==> src/rtl/seg_scan.sv <==
`timescale 1ns/1ps
// seg_scan: time-multiplexed seven-segment scanner.
// Captures a whole frame (NDIG segment patterns + enables) in a one-cycle LOAD
// state, then for every digit spends GUARD cycles blanked and DIV cycles
// showing that digit. A blank slot between digits keeps two anodes from ever
// being low together and suppresses ghosting.
//
// Ports:
//   clk        system clock, all state on rising edge
//   rst        synchronous active-high reset
//   seg_in     NDIG*8 packed active-low segment patterns, digit k in [8k+7:8k]
//   en_in      per-digit enable, 0 = digit blanked for the frame
//   seg_out    shared segment bus, 8'hFF = all off
//   an_out     active-low one-hot digit select (all 1s when blank)
//   scan_idx   digit currently owned by the scanner
//   frame_done one-cycle pulse in the LOAD that ends a frame
module seg_scan #(
  parameter int NDIG  = 8,
  parameter int DIV   = 50000,
  parameter int GUARD = 4
) (
  input  logic                    clk,
  input  logic                    rst,
  input  logic [NDIG*8-1:0]       seg_in,
  input  logic [NDIG-1:0]         en_in,
  output logic [7:0]              seg_out,
  output logic [NDIG-1:0]         an_out,
  output logic [$clog2(NDIG)-1:0] scan_idx,
  output logic                    frame_done
);

  localparam int IW = $clog2(NDIG);
  localparam int DW = (DIV   > 1) ? $clog2(DIV)   : 1;
  localparam int GW = (GUARD > 1) ? $clog2(GUARD) : 1;

  localparam logic [IW-1:0] LAST_IDX  = IW'(NDIG - 1);
  localparam logic [DW-1:0] DWELL_END = DW'(DIV - 1);
  localparam logic [GW-1:0] GUARD_END = GW'(GUARD - 1);

  localparam logic [1:0] LOAD  = 2'd0;
  localparam logic [1:0] BLANK = 2'd1;
  localparam logic [1:0] SHOW  = 2'd2;

  logic [1:0]             state, nxt_state;
  logic [IW-1:0]          nxt_idx;
  logic [DW-1:0]          dwell, nxt_dwell;
  logic [GW-1:0]          guard, nxt_guard;
  logic [NDIG-1:0][7:0]   buf_seg;
  logic [NDIG-1:0]        buf_en;
  logic [7:0]             nxt_seg;
  logic [NDIG-1:0]        nxt_an;
  logic                   nxt_fd;

  // Next-state / counter logic.
  always_comb begin
    nxt_state = state;
    nxt_idx   = scan_idx;
    nxt_dwell = dwell;
    nxt_guard = guard;
    nxt_fd    = 1'b0;
    case (state)
      LOAD: begin
        nxt_state = BLANK;
        nxt_guard = '0;
        nxt_idx   = '0;
      end
      BLANK: begin
        if (guard == GUARD_END) begin
          nxt_state = SHOW;
          nxt_dwell = '0;
        end else begin
          nxt_guard = guard + GW'(1);
        end
      end
      SHOW: begin
        if (dwell == DWELL_END) begin
          if (scan_idx == LAST_IDX) begin
            nxt_idx   = '0;
            nxt_state = LOAD;
            nxt_fd    = 1'b1;
          end else begin
            nxt_idx   = scan_idx + IW'(1);
            nxt_state = BLANK;
            nxt_guard = '0;
          end
        end else begin
          nxt_dwell = dwell + DW'(1);
        end
      end
      default: begin
        nxt_state = LOAD;
        nxt_idx   = '0;
      end
    endcase
  end

  // Outputs are decoded from the *next* state so the registered outputs line
  // up with the state register in the same cycle. The frame buffer is never
  // written on a transition into SHOW, so reading it here is safe.
  always_comb begin
    nxt_seg = 8'hFF;
    nxt_an  = '1;
    if (nxt_state == SHOW && buf_en[nxt_idx]) begin
      nxt_an[nxt_idx] = 1'b0;
      nxt_seg         = buf_seg[nxt_idx];
    end
  end

  always_ff @(posedge clk) begin
    if (rst) begin
      state      <= LOAD;
      scan_idx   <= '0;
      dwell      <= '0;
      guard      <= '0;
      seg_out    <= 8'hFF;
      an_out     <= '1;
      frame_done <= 1'b0;
    end else begin
      state      <= nxt_state;
      scan_idx   <= nxt_idx;
      dwell      <= nxt_dwell;
      guard      <= nxt_guard;
      seg_out    <= nxt_seg;
      an_out     <= nxt_an;
      frame_done <= nxt_fd;
    end
  end

  // Frame buffer: packed layout matches seg_in, so a whole-word copy keeps
  // digit k in element k. Only LOAD writes it, which prevents mid-frame tearing.
  always_ff @(posedge clk) begin
    if (rst) begin
      buf_seg <= '1;
      buf_en  <= '0;
    end else if (state == LOAD) begin
      buf_seg <= seg_in;
      buf_en  <= en_in;
    end
  end

endmodule

==> config.mk <==
export PLATFORM = sky130hd
export DESIGN_NAME = seg_scan
export DESIGN_NICKNAME = d
export VERILOG_FILES = /design/src/rtl/seg_scan.sv
export SDC_FILE = /design/constraint.sdc
export NUM_CORES = 1
export LEC_CHECK = 0
export CORE_MARGIN = 5
export CORE_UTILIZATION = 50
export DETAILED_ROUTE_END_ITERATION = 6
export PLACE_DENSITY = 0.83
export SLEW_MARGIN = 20
export SYNTH_ARGS = -nofsm -noshare
export SYNTH_HDL_FRONTEND = slang
export SYNTH_SLANG_ARGS = --single-unit
export TNS_END_PERCENT = 50
==> constraint.sdc <==
create_clock -name clk -period 3.5 [get_ports clk]
set_input_delay 0.525 -clock clk [delete_from_list [all_inputs] [get_ports clk]]
set_output_delay 0.525 -clock clk [all_outputs]
set_load 0.02 [all_outputs]
==> results of run 1 <==
registers in the layout, summed over array words and instances, names as in the netlist:
register / count
scan_idx: 3
dwell: 16
buf_seg: 64
seg_out: 8
guard: 2
frame_done: 1
state: 2
buf_en: 8
an_out: 8
synth_stat cells, types with 2 or more instances:
| library cell | number |
|---|---|
| nand3_1 | 19 |
| mux2i_1 | 32 |
| o21ai_0 | 7 |
| a211oi_1 | 2 |
| a211o_1 | 67 |
| xor2_1 | 12 |
| o22a_1 | 7 |
| nand2_1 | 29 |
| nor2_1 | 40 |
| a221o_1 | 2 |
| ha_1 | 9 |
| dfxtp_1 | 112 |
| o211ai_1 | 4 |
| a22oi_1 | 4 |
| or4_1 | 2 |
| nand4_1 | 4 |
| a21oi_1 | 7 |
| nor2b_1 | 65 |
| and3_1 | 4 |
| buf_2 | 3 |
| a221oi_1 | 2 |
| buf_1 | 2 |
| clkbuf_1 | 28 |
| mux2_2 | 8 |
| xnor2_1 | 2 |
| nor3_1 | 4 |
| inv_1 | 5 |
worst max-delay path: cells and delay by family, from the launching register on:
kind,cells,cell delay [ps]
AND/OR/NAND/NOR,4,1180
flip-flops,1,350
multiplexers,2,1050
AO/OA/AOI/OAI,1,100
buffers and inverters,2,450
power by group through the flow:
stage	logic [W]	registers, W	clock network (W)
2_1_floorplan	0.000205	0.00140	0
3_3_place_gp	0.000319	0.00142	0
3_5_place_dp	0.000329	0.00142	0
4_1_cts	0.000331	0.00139	0.000879
5_1_grt	0.000363	0.00140	0.000929
6_report	0.000330	0.00139	0.000863
final cells by class:
type	instances	area, um^2	area share
Inverter	5	18.8	0.00300
Timing Repair Buffer	102	993	0.159
Sequential cell	112	2240	0.359
Clock buffer	10	128	0.0204
Clock inverter	6	101	0.0162
Tap cell	133	166	0.0266
Multi-Input combinational cell	358	2600	0.416
layer usage:
layer	GRT usage	vias up	wire [um]
met1	0.256	1918	5330
met4	0.0668	0	264
met3	0.0528	20	678
li1	-	1989	-
met2	0.383	132	6480
met5	0	-	0
worst max path at each step:
stage            endpoint  slack [ps]  cells past startpoint
6_report       seg_out[1]         290                      9
5_1_grt        seg_out[7]          70                     10
4_1_cts        seg_out[1]         330                      9
3_5_place_dp   seg_out[7]         340                      9
3_3_place_gp   seg_out[5]         440                      8
2_1_floorplan   an_out[1]         450                      9
cells by family after synthesis:
logic type / after synthesis / synth area share
AND/OR/NAND/NOR: 179 / 0.193
XOR/XNOR: 14 / 0.0245
AO/OA/AOI/OAI: 115 / 0.192
adder cells (fa/ha/maj): 9 / 0.0225
buffers and inverters: 40 / 0.0331
flip-flops: 112 / 0.449
multiplexers: 41 / 0.0852
through the flow:
step,hold WS [ps],cell area [um^2],cells
2_1_floorplan,449,4990,510
3_3_place_gp,456,6020,710
3_5_place_dp,470,6020,710
4_1_cts,390,6250,726
5_1_grt,391,6250,726
6_report,389,6250,726
==> metrics.md, run 1 <==
| Metric | Value |
|---|---|
| Status | `finished, final reports clean` |
| H-tree Lvls | `3` |
| Min-Delay Path Class | `input pin to flop` |
| Peak VDD IR | `approximately 0.26 mV` |
| Critical path peak fanout | `16` |
| Seq/Total Area, Yosys | `0.449` |
| Final hold violation count | `0` |
| Clock Latency Late Sink | `370 ps` |
| Port bufs | `a little over 90` |
| Hold Crit Depth | `2` |
| Net Sw Frac | `0.246` |
| Final min period | `3210 ps` |
| Yosys warns | `0` |
| Worst setup margin | `287 ps` |
| Setup repair after global routing missed its margin | `false` |
| Crit path DAT | `approximately 3500 ps` |
| Pre-CTS setup slack | `343 ps` |
| Via count | `approximately 4100` |
| Worst Setup Path Type | `flop to flop` |
| Die width | `110 um` |
| CTS tree | `yes` |
| Synth area leader | `dfxtp_1` |
| Vias per inst | `5.59` |
| CTS Buffer Depth | `2` |
| Antenna violations before repair | `0` |
| R2R setup slack | `290 ps` |
| DRC viols | `0` |
| Final nets | `between 600 and 700` |
| Worst R2R Start | `dwell[5]` |
| Antenna cells | `0` |
| First-pass GRT wire length | `20.2 mm` |
| Main synth FF type | `dfxtp_1` |
| GP Congestion | `between 0.9 and 1` |
| Register bit total from synthesis | `approximately 110` |
| Dominant cells by area after synthesis | `dfxtp_1 (45%), a211o_1 (12%), nor2b_1 (8.1%), mux2i_1 (6.4%), nor2_1 (3.0%)` |
| Crit-path slowest cell | `mux2i_1` |
| Hold buffer count at CTS | `0` |
| Reg2reg end | `seg_out[1]` |
| Clock Sinks | `112` |
| Startpoint Class | `flop` |
| # IOs | `94` |
| Switch Pwr | `0.000635 W` |
| Tot Pwr | `0.00259 W` |
| Sequential share of power | `0.539` |
| Setup bufs post-CTS | `0` |
| Total wire length | `around 13 mm` |
| Largest net degree at the start of global routing | `83` |
| Post-Syn Area | `between 0.004 and 0.005 mm^2` |
| CP cell instances | `or4b_1 > nor4_2 > buf_4 > mux2i_1 > mux2_2 > nor3_1 > nor4_4 > buf_4 > o211ai_1` |
| Final Setup Violations | `0` |
| Mapped Cells | `between 500 and 600` |
| FILL cells | `818` |
| Logic gate share of total power | `0.127` |
| Max transition margin | `0.335` |
| Hold EP | `state[1]` |
| Core Area | `0.00977 mm^2` |
| Share of post-route cells with drive strength above 1 | `0.0776` |
| 1st-iter DRT viols | `300` |
| Number of routed nets with antenna violations | `0` |
| Synth top area share | `0.449` |
| Root buffer cell | `clkbuf_8` |
| Pwr dens | `between 400 and 500 mW/mm^2` |
| Post-synth EDFFs | `0` |
| Post-synth ARST share | `0` |
| CP Capture Type | `flop` |
| Post-synth cell types | `55` |
| Post-CTS sizing | `0` |
| Sum Neg Setup Slack | `0 ps` |
| Critical Path RT | `approximately 3800 ps` |
| Clk pwr share | `0.334` |
| Commonest non-fill, non-tap cell in the layout | `dfxtp_1` |
| Slew Viols, Final | `0` |
| Gr usage total | `0.216` |
| Commonest cells after routing, fill and taps aside | `dfxtp_1 (112), clkdlybuf4s50_1 (92), a211o_1 (67)` |
| FP Rows | `36` |
| Area growth syn-to-layout | `25.2%` |
| Total CTS buffers | `9` |
| Max Clock Skew | `8.65 ps` |
| Die area | `around 0.012 mm^2` |
| Vias in the first global route | `~4100` |
| Clock slew at reported path FFs | `100 ps` |
| Pre-antenna DRT Iters | `7` |
| Syn Area/Cell | `9.79 um^2` |
| Crit-path most repeated cell | `buf_4` |
| Finished Core Util | `0.640` |
| Initial Utilization | `0.511` |
| CP max stage delay | `between 600 and 700 ps` |
| Die Ht | `110 um` |
| Hold_sp | `rst` |
| Grt ovf | `0` |
| Wire per inst | `between 15 and 20 um` |
| Worst-Margin Slew | `around 1000 ps` |
| Syn nets | `~600` |
| Fin crit share | `0.918` |
| MaxCap Viol Count | `0` |
| Leakage | `2.47 nW` |
| Power Internal | `about 0.0020 W` |
| Critical Path Start | `dwell[5]` |
| Max Clock Freq | `around 310 MHz` |
| Dpl hpwl | `around 9.3 mm` |
| FF-to-FF path depth | `9` |
Note: power is estimated with default switching activity, not from simulation.
==> run 2: changes to the inputs <==
Settings changed: GPL_TIMING_DRIVEN set to 0.
==> metrics.md, run 2 (synthesis results as in run 1) <==
| Metric | Value |
|---|---|
| Status | `finished, final reports clean` |
| Wire per inst | `~18 um` |
| Top reg by flops | `buf_seg` |
| Via count | `about 4300` |
| Clock slew at reported path FFs | `approximately 110 ps` |
| Clock Sinks | `112` |
| Worst-Margin Slew | `743 ps` |
| FILL cells | `817` |
| Pre-antenna DRT Iters | `5` |
| Commonest cells after routing, fill and taps aside | `dfxtp_1 (112), clkdlybuf4s50_1 (93), a211o_1 (67)` |
| Critical Path RT | `3760 ps` |
| Share of post-route cells with drive strength above 1 | `0.0726` |
| Final Setup Violations | `0` |
| Final min period | `3390 ps` |
| Gr usage total | `0.229` |
| Vias per inst | `~5.7` |
| Tot Pwr | `between 0.002 and 0.003 W` |
| Grt ovf | `0` |
| Core Area | `0.00977 mm^2` |
| Die area | `0.0121 mm^2` |
| Final nets | `698` |
| Setup repair after global routing missed its margin | `false` |
| Commonest non-fill, non-tap cell in the layout | `dfxtp_1` |
| Hold_sp | `dwell[1]` |
| Max transition margin | `0.500` |
| Antenna violations before repair | `0` |
| First-pass GRT wire length | `21.4 mm` |
| Pwr dens | `between 300 and 400 mW/mm^2` |
| Number of routed nets with antenna violations | `0` |
| Die Ht | `110 um` |
| Port bufs | `slightly above 90` |
| Initial Utilization | `0.511` |
| Largest regs | `buf_seg: 64 flops, dwell: 16 flops` |
| Total CTS buffers | `9` |
| CTS Buffer Depth | `2` |
| Root buffer cell | `clkbuf_8` |
| Die width | `110 um` |
| Pre-CTS setup slack | `-112 ps` |
| Max reg flops | `between 60 and 70` |
| Slew Viols, Final | `0` |
| Min-Delay Path Class | `flop to flop` |
| Vias in the first global route | `4381` |
| CP max stage delay | `540 ps` |
| Max Clock Freq | `295 MHz` |
| Crit path DAT | `3640 ps` |
| H-tree Lvls | `3` |
| Peak VDD IR | `0.259 mV` |
| CTS tree | `yes` |
| Max Clock Skew | `23.2 ps` |
| Largest net degree at the start of global routing | `23` |
| Crit-path slowest cell | `or4b_1` |
| Worst Setup Path Type | `flop to flop` |
| Startpoint Class | `flop` |
| Worst setup margin | `111 ps` |
| Worst R2R Start | `dwell[7]` |
| CP Capture Type | `flop` |
| MaxCap Viol Count | `0` |
| Critical path peak fanout | `10` |
| Critical Path Start | `dwell[7]` |
| GP Congestion | `roughly 0.87` |
| Leakage | `2.48 nW` |
| Total wire length | `~13 mm` |
| Fin crit share | `0.968` |
| CP cell instances | `or4b_1 > nor4_2 > buf_4 > mux2_2 > nand2_1 > clkbuf_4 > nor2_1 > a221oi_1 > o2111ai_1` |
| Clock Latency Late Sink | `390 ps` |
| DRC viols | `0` |
| FP Rows | `36` |
| # IOs | `94` |
| Antenna cells | `0` |
| Area growth syn-to-layout | `26.6%` |
| 1st-iter DRT viols | `407` |
| Final hold violation count | `0` |
| Dpl hpwl | `10.0 mm` |
==> run 2: final cells by class <==
| cell class | instances | area [um^2] | area share |
|---|---|---|---|
| sequential | 112 | 2240 | 0.355 |
| inverter | 5 | 18.8 | 0.00297 |
| buffer | 35 | 153 | 0.0241 |
| clock inverter | 7 | 80.1 | 0.0127 |
| multi-input combinational | 358 | 2600 | 0.411 |
| tap | 133 | 166 | 0.0263 |
| timing repair buffer | 94 | 938 | 0.148 |
| clock buffer | 9 | 124 | 0.0196 |
==> run 2: what timing repair did <==
item,CTS,global route
hold buffers,0,0
gates cloned,0,0
resized for setup,3,4
setup buffers,0,1
setup endpoints to repair,13,13
pin swaps,0,1
==> run 2: per-layer routing <==
metal	up-vias	GRT usage	wire length, um
met4	0	0.0953	411
met3	33	0.0499	793
met5	-	0	0
li1	2044	-	-
met2	168	0.391	6590
met1	2036	0.277	5620
==> run 2: worst max-delay path, delay by kind of cell (launching register included) <==
family                 cells  cell delay (ps)
multiplexers               1              400
buffers and inverters      2              610
AO/OA/AOI/OAI              2              550
AND/OR/NAND/NOR            4             1360
flip-flops                 1              360
==> run 2: report_power, final <==
part | switching [W] | internal, W
clock | 0.000498 | 0.000286
sequential | 0.0000449 | 0.00135
combinational | 0.000154 | 0.000190
total | 0.000697 | 0.00183
==> run 2: final timing paths <==
kind	depth (start not counted)	slack, ps	to
worst min-delay path	2	490	dwell[1]
worst min register to register	2	490	dwell[1]
worst max-delay path	9	110	seg_out[0]
worst max register to register	9	110	seg_out[0]
==> run 2: metrics by stage <==
| stage | util | setup TNS, ps | area, um^2 | hold slack (ps) | instances |
|---|---|---|---|---|---|
| final | 0.647 | 0 | 6320 | 493 | 753 |
| after global routing | 0.647 | 0 | 6320 | 513 | 753 |
| after CTS | 0.645 | 0 | 6300 | 488 | 752 |
| after detailed placement | 0.623 | -432 | 6090 | 473 | 736 |
| after global placement | 0.623 | -375 | 6090 | 456 | 736 |
| after floorplan | - | 0 | 4990 | 449 | 510 |
==> run 3: changes to the inputs <==
Settings changed: CORE_UTILIZATION 50 to 52, PLACE_DENSITY 0.83 to 0.86.
Clock period 3.5 ns to 3.8 ns, I/O delays scaled along.
==> metrics.md, run 3 (synthesis results as in run 1) <==
| Metric | Value |
|---|---|
| Status | `finished, final reports clean` |
| Setup bufs post-CTS | `0` |
| Area occupied by multi-input gates | `approximately 0.0026 mm^2` |
| Final min period | `3680 ps` |
| Critical Path RT | `roughly 4000 ps` |
| Clock Latency Late Sink | `380 ps` |
| Total CTS buffers | `9` |
| Root buffer cell | `clkbuf_8` |
| Vias per inst | `between 5 and 6` |
| Antenna cells | `0` |
| Gr usage total | `0.233` |
| Die area | `0.0117 mm^2` |
| Via count | `between 4000 and 5000` |
| CP bufs+invs | `1` |
| Startpoint Class | `flop` |
| CTS tree | `yes` |
| Worst path top cell family by delay | `simple AND/OR/NAND/NOR gates` |
| CP cell instances | `or4b_1 > nor4_2 > mux2i_1 > mux2_2 > nor3_1 > nor4_4 > buf_6 > nand3_1` |
| MaxCap Viol Count | `0` |
| Antenna violations before repair | `0` |
| Area growth syn-to-layout | `25.8%` |
| Max Clock Freq | `272 MHz` |
| Share of post-route cells with drive strength above 1 | `0.0679` |
| Pwr dens | `approximately 360 mW/mm^2` |
| Grt ovf | `0` |
| Final hold violation count | `0` |
| Total wire length | `approximately 14 mm` |
| Max transition margin | `0.243` |
| Pre-antenna DRT Iters | `6` |
| H-tree Lvls | `3` |
| Register area | `0.00224 mm^2` |
| Min-Delay Path Class | `flop to flop` |
| FILL cells | `790` |
| Leakage | `2.46 nW` |
| FF-to-FF path depth | `8` |
| FP Rows | `35` |
| 1st-iter DRT viols | `357` |
| Final Setup Violations | `0` |
| Clock Sinks | `112` |
| Largest regs | `buf_seg: 64 flops, dwell: 16 flops` |
| Port bufs | `93` |
| Final nets | `697` |
| Worst Setup Path Type | `flop to flop` |
| Vias in the first global route | `~4300` |
| CP Capture Type | `flop` |
| Number of routed nets with antenna violations | `0` |
| Fin crit share | `0.969` |
| Instance count on the critical path | `8` |
| Hold Crit Depth | `2` |
| Dpl hpwl | `10.1 mm` |
| Slew Viols, Final | `0` |
| Clock slew at reported path FFs | `about 110 ps` |
| Die width | `between 100 and 150 um` |
| Sum Neg Setup Slack | `0 ps` |
| Wire per inst | `18.1 um` |
| Post-CTS sizing | `0` |
| Commonest non-fill, non-tap cell in the layout | `dfxtp_1` |
| # IOs | `94` |
| Largest net degree at the start of global routing | `21` |
| Initial Utilization | `0.538` |
| Max Clock Skew | `between 10 and 15 ps` |
| GP Congestion | `0.926` |
| Setup repair after global routing missed its margin | `false` |
| CTS Buffer Depth | `2` |
| DRC viols | `0` |
| First-pass GRT wire length | `21.3 mm` |
| Top reg by flops | `buf_seg` |
| Crit path DAT | `about 3900 ps` |
| CP max stage delay | `950 ps` |
| Max reg flops | `64` |
| Commonest cells after routing, fill and taps aside | `dfxtp_1 (112), clkdlybuf4s50_1 (93), a211o_1 (67)` |
| Die Ht | `~110 um` |
| Hold buffer count at CTS | `0` |
| Tot Pwr | `approximately 0.0023 W` |
| Critical path peak fanout | `10` |
| Crit-path slowest cell | `mux2i_1` |
| Peak VDD IR | `0.213 mV` |
| Worst-Margin Slew | `1100 ps` |
| Core Area | `0.00928 mm^2` |
[run 3: layout make-up]
class,instances,area share
Inverter,5,0.00299
Multi-Input combinational cell,358,0.412
Clock buffer,9,0.0197
Timing Repair Buffer,93,0.148
Tap cell,129,0.0257
Buffer,35,0.0235
Clock inverter,7,0.0108
Sequential cell,112,0.357
[run 3: worst reg2reg max path, cell delays in order, from the launching register on]
cell	delay [ps]
dfxtp_1	360
or4b_1	560
nor4_2	380
mux2i_1	950
mux2_2	320
nor3_1	60
nor4_4	590
buf_6	220
nand3_1	90
[run 3: metrics by stage]
stage / cell area [um^2] / hold WS [ps] / instances / utilization / setup slack, ps
3_3_place_gp: 6090 / 457 / 732 / 0.656 / 120
5_1_grt: 6280 / 541 / 748 / 0.677 / 27.6
4_1_cts: 6280 / 493 / 748 / 0.676 / 66.5
6_report: 6280 / 491 / 748 / 0.677 / 118
3_5_place_dp: 6090 / 477 / 732 / 0.656 / 108
2_1_floorplan: 4990 / 449 / 510 / - / 751
[run 3: per-layer routing]
layer	global-route usage	part of all wire
met5	0	0
met4	0.0839	0.026
met3	0.0561	0.072
met2	0.386	0.48
met1	0.297	0.42
[run 3: path summary, 6_finish.rpt]
kind	from	slack [ps]	end
setup / recovery	dwell[5]	120	an_out[5]
hold / removal	dwell[1]	490	dwell[1]
setup reg to reg	dwell[5]	120	an_out[5]
hold reg to reg	dwell[1]	490	dwell[1]
[run 3: power breakdown]
| group | switching (W) | total, W | internal [W] |
|---|---|---|---|
| Clock | 0.000429 | 0.000682 | 0.000252 |
| Combinational | 0.000144 | 0.000319 | 0.000175 |
| Sequential | 0.0000382 | 0.00128 | 0.00124 |
| Total | 0.000612 | 0.00228 | 0.00167 |
